$ cat config.mk
export PLATFORM = sky130hd
export DESIGN_NAME = elevator_sequencer
export DESIGN_NICKNAME = d
export VERILOG_FILES = /design/src/rtl/elevator_pkg.sv /design/src/rtl/btn_sync_edge.sv /design/src/rtl/elevator_sequencer.sv
export SDC_FILE = /design/constraint.sdc
export NUM_CORES = 1
export LEC_CHECK = 0
export ABC_AREA = 1
export CORE_ASPECT_RATIO = 1.2
export CORE_MARGIN = 2
export CORE_UTILIZATION = 32
export DETAILED_ROUTE_END_ITERATION = 10
export GPL_ROUTABILITY_DRIVEN = 0
export PLACE_DENSITY = 0.49
export SLEW_MARGIN = 5
export SYNTH_ARGS = -nofsm -noshare
export SYNTH_HDL_FRONTEND = slang
export SYNTH_SLANG_ARGS = --single-unit
$ cat constraint.sdc
create_clock -name clk -period 2.15 [get_ports clk]
set_input_delay 0.3225 -clock clk [delete_from_list [all_inputs] [get_ports clk]]
set_output_delay 0.3225 -clock clk [all_outputs]
set_load 0.03 [all_outputs]
$ cat src/rtl/elevator_pkg.sv
// Shared types for the elevator sequencer: display state codes and floor indexing.
package elevator_pkg;

  localparam int DEFAULT_NUM_FLOORS = 8;

  // Codes are consumed directly by the VGA controller.
  typedef enum logic [1:0] {
    IDLE = 2'b00,
    UP   = 2'b01,
    DOWN = 2'b10,
    DOOR = 2'b11
  } sim_state_t;

  typedef logic [$clog2(DEFAULT_NUM_FLOORS)-1:0] floor_idx_t;

endpackage

$ cat src/rtl/btn_sync_edge.sv
// Two-flop synchronizer plus rising-edge pulse for a vector of raw button levels.
// A rising input produces a one-clk pulse two edges later.
module btn_sync_edge #(
  parameter int WIDTH = 8
) (
  input  logic             clk,
  input  logic             rst,
  input  logic [WIDTH-1:0] din,
  output logic [WIDTH-1:0] pulse
);

  logic [WIDTH-1:0] sync1;
  logic [WIDTH-1:0] sync2;
  logic [WIDTH-1:0] prev;

  always_ff @(posedge clk or posedge rst) begin
    if (rst) begin
      sync1 <= '0;
      sync2 <= '0;
      prev  <= '0;
    end else begin
      sync1 <= din;
      sync2 <= sync1;
      prev  <= sync2;
    end
  end

  assign pulse = sync2 & ~prev;

endmodule

$ cat src/rtl/elevator_sequencer.sv
// Elevator car sequencer: collects floor calls and drives the car through IDLE/UP/DOWN/DOOR.
// Optional door_hold input is enabled by defining ELEV_DOOR_HOLD_EN.
module elevator_sequencer
  import elevator_pkg::*;
#(
  parameter int NUM_FLOORS = DEFAULT_NUM_FLOORS,
  parameter int MOVE_TICKS = 16,
  parameter int DOOR_TICKS = 32
) (
  input  logic                          clk,
  input  logic                          rst,
  input  logic                          tick,
`ifdef ELEV_DOOR_HOLD_EN
  input  logic                          door_hold,
`endif
  input  logic [NUM_FLOORS-1:0]         req_btn,
  output logic [NUM_FLOORS-1:0]         destination,
  output logic [1:0]                    sim_state,
  output logic [$clog2(NUM_FLOORS)-1:0] current_floor,
  output logic                          door_open
);

  localparam int FLOOR_W = $clog2(NUM_FLOORS);
  localparam int MOVE_W  = $clog2(MOVE_TICKS + 1);
  localparam int DOOR_W  = $clog2(DOOR_TICKS + 1);

  localparam logic [1:0] S_IDLE = 2'(IDLE);
  localparam logic [1:0] S_UP   = 2'(UP);
  localparam logic [1:0] S_DOWN = 2'(DOWN);
  localparam logic [1:0] S_DOOR = 2'(DOOR);

  localparam logic [MOVE_W-1:0] MOVE_LAST = MOVE_W'(MOVE_TICKS - 1);
  localparam logic [DOOR_W-1:0] DOOR_LAST = DOOR_W'(DOOR_TICKS - 1);

  logic [1:0]            state, state_n;
  logic [FLOOR_W-1:0]    floor_q, floor_n, next_floor;
  logic [MOVE_W-1:0]     move_cnt, move_n;
  logic [DOOR_W-1:0]     door_cnt, door_n;
  logic                  dir_up, dir_n;
  logic [NUM_FLOORS-1:0] dest, dest_n;
  logic [NUM_FLOORS-1:0] press, set_mask, clr_mask, pend;
  logic                  door_restart, door_freeze;

  function automatic logic any_above(input logic [NUM_FLOORS-1:0] m, input logic [FLOOR_W-1:0] f);
    any_above = 1'b0;
    for (int i = 0; i < NUM_FLOORS; i++)
      if (m[i] && (i > int'(f))) any_above = 1'b1;
  endfunction

  function automatic logic any_below(input logic [NUM_FLOORS-1:0] m, input logic [FLOOR_W-1:0] f);
    any_below = 1'b0;
    for (int i = 0; i < NUM_FLOORS; i++)
      if (m[i] && (i < int'(f))) any_below = 1'b1;
  endfunction

  btn_sync_edge #(.WIDTH(NUM_FLOORS)) u_btn_sync_edge (
    .clk   (clk),
    .rst   (rst),
    .din   (req_btn),
    .pulse (press)
  );

  // A call for the floor whose door is open only re-opens the door.
  always_comb begin
    set_mask = press;
    if (state == S_DOOR) set_mask[floor_q] = 1'b0;
  end

  assign pend         = dest | set_mask;
  assign door_restart = (state == S_DOOR) && press[floor_q];
`ifdef ELEV_DOOR_HOLD_EN
  assign door_freeze  = door_restart || door_hold;
`else
  assign door_freeze  = door_restart;
`endif
  assign next_floor   = (state == S_DOWN) ? floor_q - FLOOR_W'(1) : floor_q + FLOOR_W'(1);

  always_comb begin
    state_n  = state;
    floor_n  = floor_q;
    move_n   = move_cnt;
    door_n   = door_cnt;
    dir_n    = dir_up;
    clr_mask = '0;
    case (state)
      S_IDLE: begin
        if (dest[floor_q]) begin
          state_n           = S_DOOR;
          door_n            = '0;
          clr_mask[floor_q] = 1'b1;
        end else if (any_above(dest, floor_q)) begin
          state_n = S_UP;
          move_n  = '0;
          dir_n   = 1'b1;
        end else if (any_below(dest, floor_q)) begin
          state_n = S_DOWN;
          move_n  = '0;
          dir_n   = 1'b0;
        end
      end
      S_UP, S_DOWN: begin
        if (tick) begin
          if (move_cnt == MOVE_LAST) begin
            move_n  = '0;
            floor_n = next_floor;
            if (pend[next_floor]) begin
              state_n              = S_DOOR;
              door_n               = '0;
              clr_mask[next_floor] = 1'b1;
            end else if ((state == S_UP) && any_above(pend, next_floor)) begin
              state_n = S_UP;
            end else if ((state == S_DOWN) && any_below(pend, next_floor)) begin
              state_n = S_DOWN;
            end else if (any_above(pend, next_floor)) begin
              state_n = S_UP;
              dir_n   = 1'b1;
            end else if (any_below(pend, next_floor)) begin
              state_n = S_DOWN;
              dir_n   = 1'b0;
            end else begin
              state_n = S_IDLE;
            end
          end else begin
            move_n = move_cnt + MOVE_W'(1);
          end
        end
      end
      default: begin
        if (door_freeze) begin
          door_n = '0;
        end else if (tick) begin
          if (door_cnt == DOOR_LAST) begin
            door_n = '0;
            move_n = '0;
            // Keep sweeping in the last travel direction before reversing.
            if (dir_up && any_above(pend, floor_q)) begin
              state_n = S_UP;
            end else if (!dir_up && any_below(pend, floor_q)) begin
              state_n = S_DOWN;
            end else if (any_above(pend, floor_q)) begin
              state_n = S_UP;
              dir_n   = 1'b1;
            end else if (any_below(pend, floor_q)) begin
              state_n = S_DOWN;
              dir_n   = 1'b0;
            end else begin
              state_n = S_IDLE;
            end
          end else begin
            door_n = door_cnt + DOOR_W'(1);
          end
        end
      end
    endcase
  end

  // Clear wins over a same-edge set so an arrival-edge press is still serviced.
  assign dest_n = (dest | set_mask) & ~clr_mask;

  always_ff @(posedge clk or posedge rst) begin
    if (rst) begin
      state    <= S_IDLE;
      floor_q  <= '0;
      move_cnt <= '0;
      door_cnt <= '0;
      dir_up   <= 1'b1;
      dest     <= '0;
    end else begin
      state    <= state_n;
      floor_q  <= floor_n;
      move_cnt <= move_n;
      door_cnt <= door_n;
      dir_up   <= dir_n;
      dest     <= dest_n;
    end
  end

  assign destination   = dest;
  assign sim_state     = state;
  assign current_floor = floor_q;
  assign door_open     = (state == S_DOOR);

endmodule

==> summary.md <==
| Metric | Value |
|---|---|
| Outcome | `finished with violations` |
| Failing checks | `setup timing` |
| Num Clock Sinks | `49` |
| Post-synth cell types | `36` |
| RR Endpoint | `sim_state[1]` |
| Hpwl dp | `7.22 mm` |
| Least-Margin Pin Slew | `~0.52 ns` |
| Antenna violations before repair | `0` |
| Sw Ratio | `0.454` |
| Skew final | `0.00721 ns` |
| Vias in the first global route | `roughly 3200` |
| Port bufs | `24` |
| VDD IR-drop max | `between 0.7 and 0.8 mV` |
| Core box area | `9960 um^2` |
| Crit path capture | `sim_state[1]` |
| WP depth | `17` |
| Switch Pwr | `approximately 2.5 mW` |
| Worst-path cell chain | `inv_8 -> ha_4 -> inv_2 -> nand2_2 -> nand2_4 -> inv_4 -> buf_6 -> nand2_2 -> nand2_1 -> nand2_1 -> nor2_4 -> nand3_4 -> o21ai_2 -> nand3_1 -> nand3_1 -> nand2_1 -> a21oi_2` |
| Die Y | `roughly 110 um` |
| Starting Density | `0.327` |
| Comb power frac | `0.608` |
| 1st-iter DRT viols | `between 150 and 200` |
| Clock Pin Slew Worst Setup and Hold Paths | `roughly 0.07 ns` |
| Mapped Nets | `492` |
| CTS tree | `yes` |
| Vias post-DR | `roughly 3200` |
| Global route total overflow | `0` |
| Setup TNS | `-0.0254 ns` |
| Clk buf depth | `2` |
| Drt total wl | `between 9 and 10 mm` |
| Most frequent cell after synthesis | `nand2_1` |
| Arr. time, crit path | `2.40 ns` |
| Worst path max stage delay | `roughly 0.5 ns` |
| Pre-Repair DR Iteration Count | `5` |
| Synthesized flop and latch total | `49` |
| Avg WL per Cell | `about 14 um` |
| Number of antenna repair diodes | `0` |
| Worst setup EP type | `flip-flop` |
| Leak pwr | `approximately 2.3 nW` |
| Type of element launching the critical path | `flip-flop` |
| Area leader, netlist | `dfrtp_1` |
| Fin crit period | `approximately 2.2 ns` |
| Mean Syn Cell Area | `approximately 7 um^2` |
| Worst reg2reg setup slack | `-0.02 ns` |
| Die Footprint | `about 11000 um^2` |
| PwrDens | `~1200 nW/um^2` |
| Vias per cell | `between 4 and 5` |
| Worst path bufs/invs | `4` |
| Fin crit share | `1.01` |
| Clock power share | `0.179` |
| Post-route cell area | `around 4700 um^2` |
| EDFF count, synth | `0` |
| Slowest-stage cell, CP | `dfrtp_2` |
| Launch point of the worst reg-to-reg path | `current_floor[0]` |
| RSZ-0062 raised after global routing | `yes` |
| Top FF cell, synth | `dfrtp_1` |
| Async SR Flop Fraction | `1.00` |
| Nets | `565` |
| Post-Synthesis Cells | `about 470` |
| CP delay by family, top | `simple AND/OR/NAND/NOR gates` |
| Final WS setup | `-0.0186 ns` |
| Setup violations, final | `3` |
| Slew margin rel. | `0.649` |
| Post-synth top area share | `0.369` |
| Routed Antenna Nets | `0` |
| Cell area after placement | `3940 um^2` |
| Maximum clock frequency | `461 MHz` |
| HP Start | `u_btn_sync_edge.sync1[3]` |
| Htree depth | `2` |
| CTS root buf | `clkbuf_16` |
| Main area contributors after synthesis | `dfrtp_1, nand2_1, inv_1` |
| Sequential element share of the synthesized area | `0.377` |
| Syn-to-layout area delta | `43.1%` |
| Top Ports | `25` |
| Layout cell share with drive strength beyond 1 | `0.335` |
| CP required | `around 2.4 ns` |
| Global-route wire length before repair | `about 15 mm` |
| Gr usage total | `0.181` |
| Max cap viols | `0` |
| Synth top cells by count | `nand2_1, inv_1, nor2_1` |
| Cell Area, Synth | `approximately 3300 um^2` |
| Worst-Skew Late Latency | `about 0.30 ns` |
| CP dominant cell by count | `nand2_1` |
| Hold buffer count at CTS | `0` |
| WS Path Type | `reg -> reg` |
| Sequential share of power | `0.214` |
| Final hold vios | `0` |
| Yosys Warn Count | `0` |
| Tightest Hold Check Type | `reg -> reg` |
| Slew Viols, Final | `0` |
| FF-to-FF path depth | `17` |
| Maximum number of pins on one net before global-route repair | `28` |
| CTS Buf Count | `5` |
| Die width | `between 90 and 100 um` |
| Critical Path Start | `current_floor[0]` |
| Power Internal | `2.98 mW` |
| Num rows | `40` |
| DRC errors left | `0` |
| Critical Path Fanout Max | `5` |
cells by family after synthesis:
group                    Yosys count  synth area share
flip-flops                        49             0.377
adder cells (fa/ha/maj)           14            0.0538
XOR/XNOR                           1           0.00269
multiplexers                       1           0.00307
AND/OR/NAND/NOR                  261             0.360
buffers and inverters             81             0.104
AO/OA/AOI/OAI                     60             0.100
flip-flops by register name, indices dropped and copies added, names as in the netlist:
signal                 count
u_btn_sync_edge.sync1      8
u_btn_sync_edge.prev       8
u_btn_sync_edge.sync2      8
sim_state                  2
dir_up                     1
destination                8
move_cnt                   5
current_floor              3
door_cnt                   6
through the flow:
stage                     setup slack, ns  hold slack [ns]  utilization  cells  power (mW)
after global placement             -0.193            0.333        0.395    646        3.65
after detailed placement           -0.219            0.335        0.395    646        3.65
after CTS                         -0.0288            0.351        0.433    662        4.88
final                             -0.0186            0.349        0.468    667        5.46
after floorplan                  -0.00525            0.331            -    467        2.77
after global routing               -0.159            0.355        0.468    667        5.85
final cells by class:
| type | instances | area, um^2 |
|---|---|---|
| fillers | 963 | 5300 |
| multi-input cells | 337 | 2100 |
| flip-flops and latches | 49 | 1230 |
| repair buffers | 74 | 684 |
| inverters | 73 | 302 |
| well taps | 126 | 158 |
| clock buffers | 6 | 139 |
| clock inverters | 2 | 41.3 |
placed cells by master, fill, tap and decap left out, types with 3 or more instances in the layout:
master / count
a21oi_1: 15
a21oi_2: 6
buf_4: 39
buf_6: 7
clkbuf_16: 5
clkdlybuf4s50_1: 23
dfrtp_1: 43
dfrtp_2: 5
ha_1: 7
ha_2: 3
ha_4: 4
inv_1: 53
inv_2: 13
inv_4: 5
inv_8: 3
nand2_1: 108
nand2_2: 28
nand2_4: 7
nand3_1: 29
nand3_2: 10
nand3_4: 7
nand3b_1: 3
nand4_1: 7
nor2_1: 36
nor2_2: 8
nor2_4: 11
o21ai_0: 9
o21ai_1: 13
o21ai_2: 6
o22ai_1: 4
power groups by stage:
stage               Sequential [mW]  Clock [mW]  Combinational (mW)
floorplan                      1.22           0                1.55
global placement               1.18           0                2.47
detailed placement             1.18           0                2.47
CTS                            1.17        1.01                2.71
global route                   1.19        1.03                3.64
finish                         1.17       0.976                3.32
how the worst min path moves through the flow:
stage	end	slack (ns)	cells after the start
6_report	u_btn_sync_edge.sync2[3]	0.35	0
5_1_grt	u_btn_sync_edge.sync2[1]	0.36	0
4_1_cts	u_btn_sync_edge.sync2[3]	0.35	0
3_5_place_dp	u_btn_sync_edge.sync2[1]	0.33	0
3_3_place_gp	u_btn_sync_edge.sync2[2]	0.33	0
2_1_floorplan	u_btn_sync_edge.sync2[0]	0.33	0
repair_timing:
action	4_1_cts	5_1_grt
setup endpoints to repair	13	22
buffers inserted	8	5
gates resized for setup	42	85
hold endpoints to repair	0	0
pin swaps	16	24
worst register-to-register path: stages, from the launching register on:
cell and delay [ns]:
dfrtp_2 0.49, inv_8 0.06, ha_4 0.27, inv_2 0.03, nand2_2 0.06, nand2_4 0.11, inv_4 0.09, buf_6 0.10
nand2_2 0.05, nand2_1 0.06, nand2_1 0.08, nor2_4 0.13, nand3_4 0.12, o21ai_2 0.08, nand3_1 0.08, nand3_1 0.08
nand2_1 0.08, a21oi_2 0.14
per-layer routing:
| metal | track usage | routed length, um | vias to the layer above |
|---|---|---|---|
| met5 | 0 | 0 | - |
| met1 | 0.212 | 3870 | 1501 |
| met2 | 0.317 | 5020 | 67 |
| li1 | - | - | 1628 |
| met3 | 0.0309 | 370 | 22 |
| met4 | 0.0819 | 314 | 0 |
(Power assumes the default switching activity.)
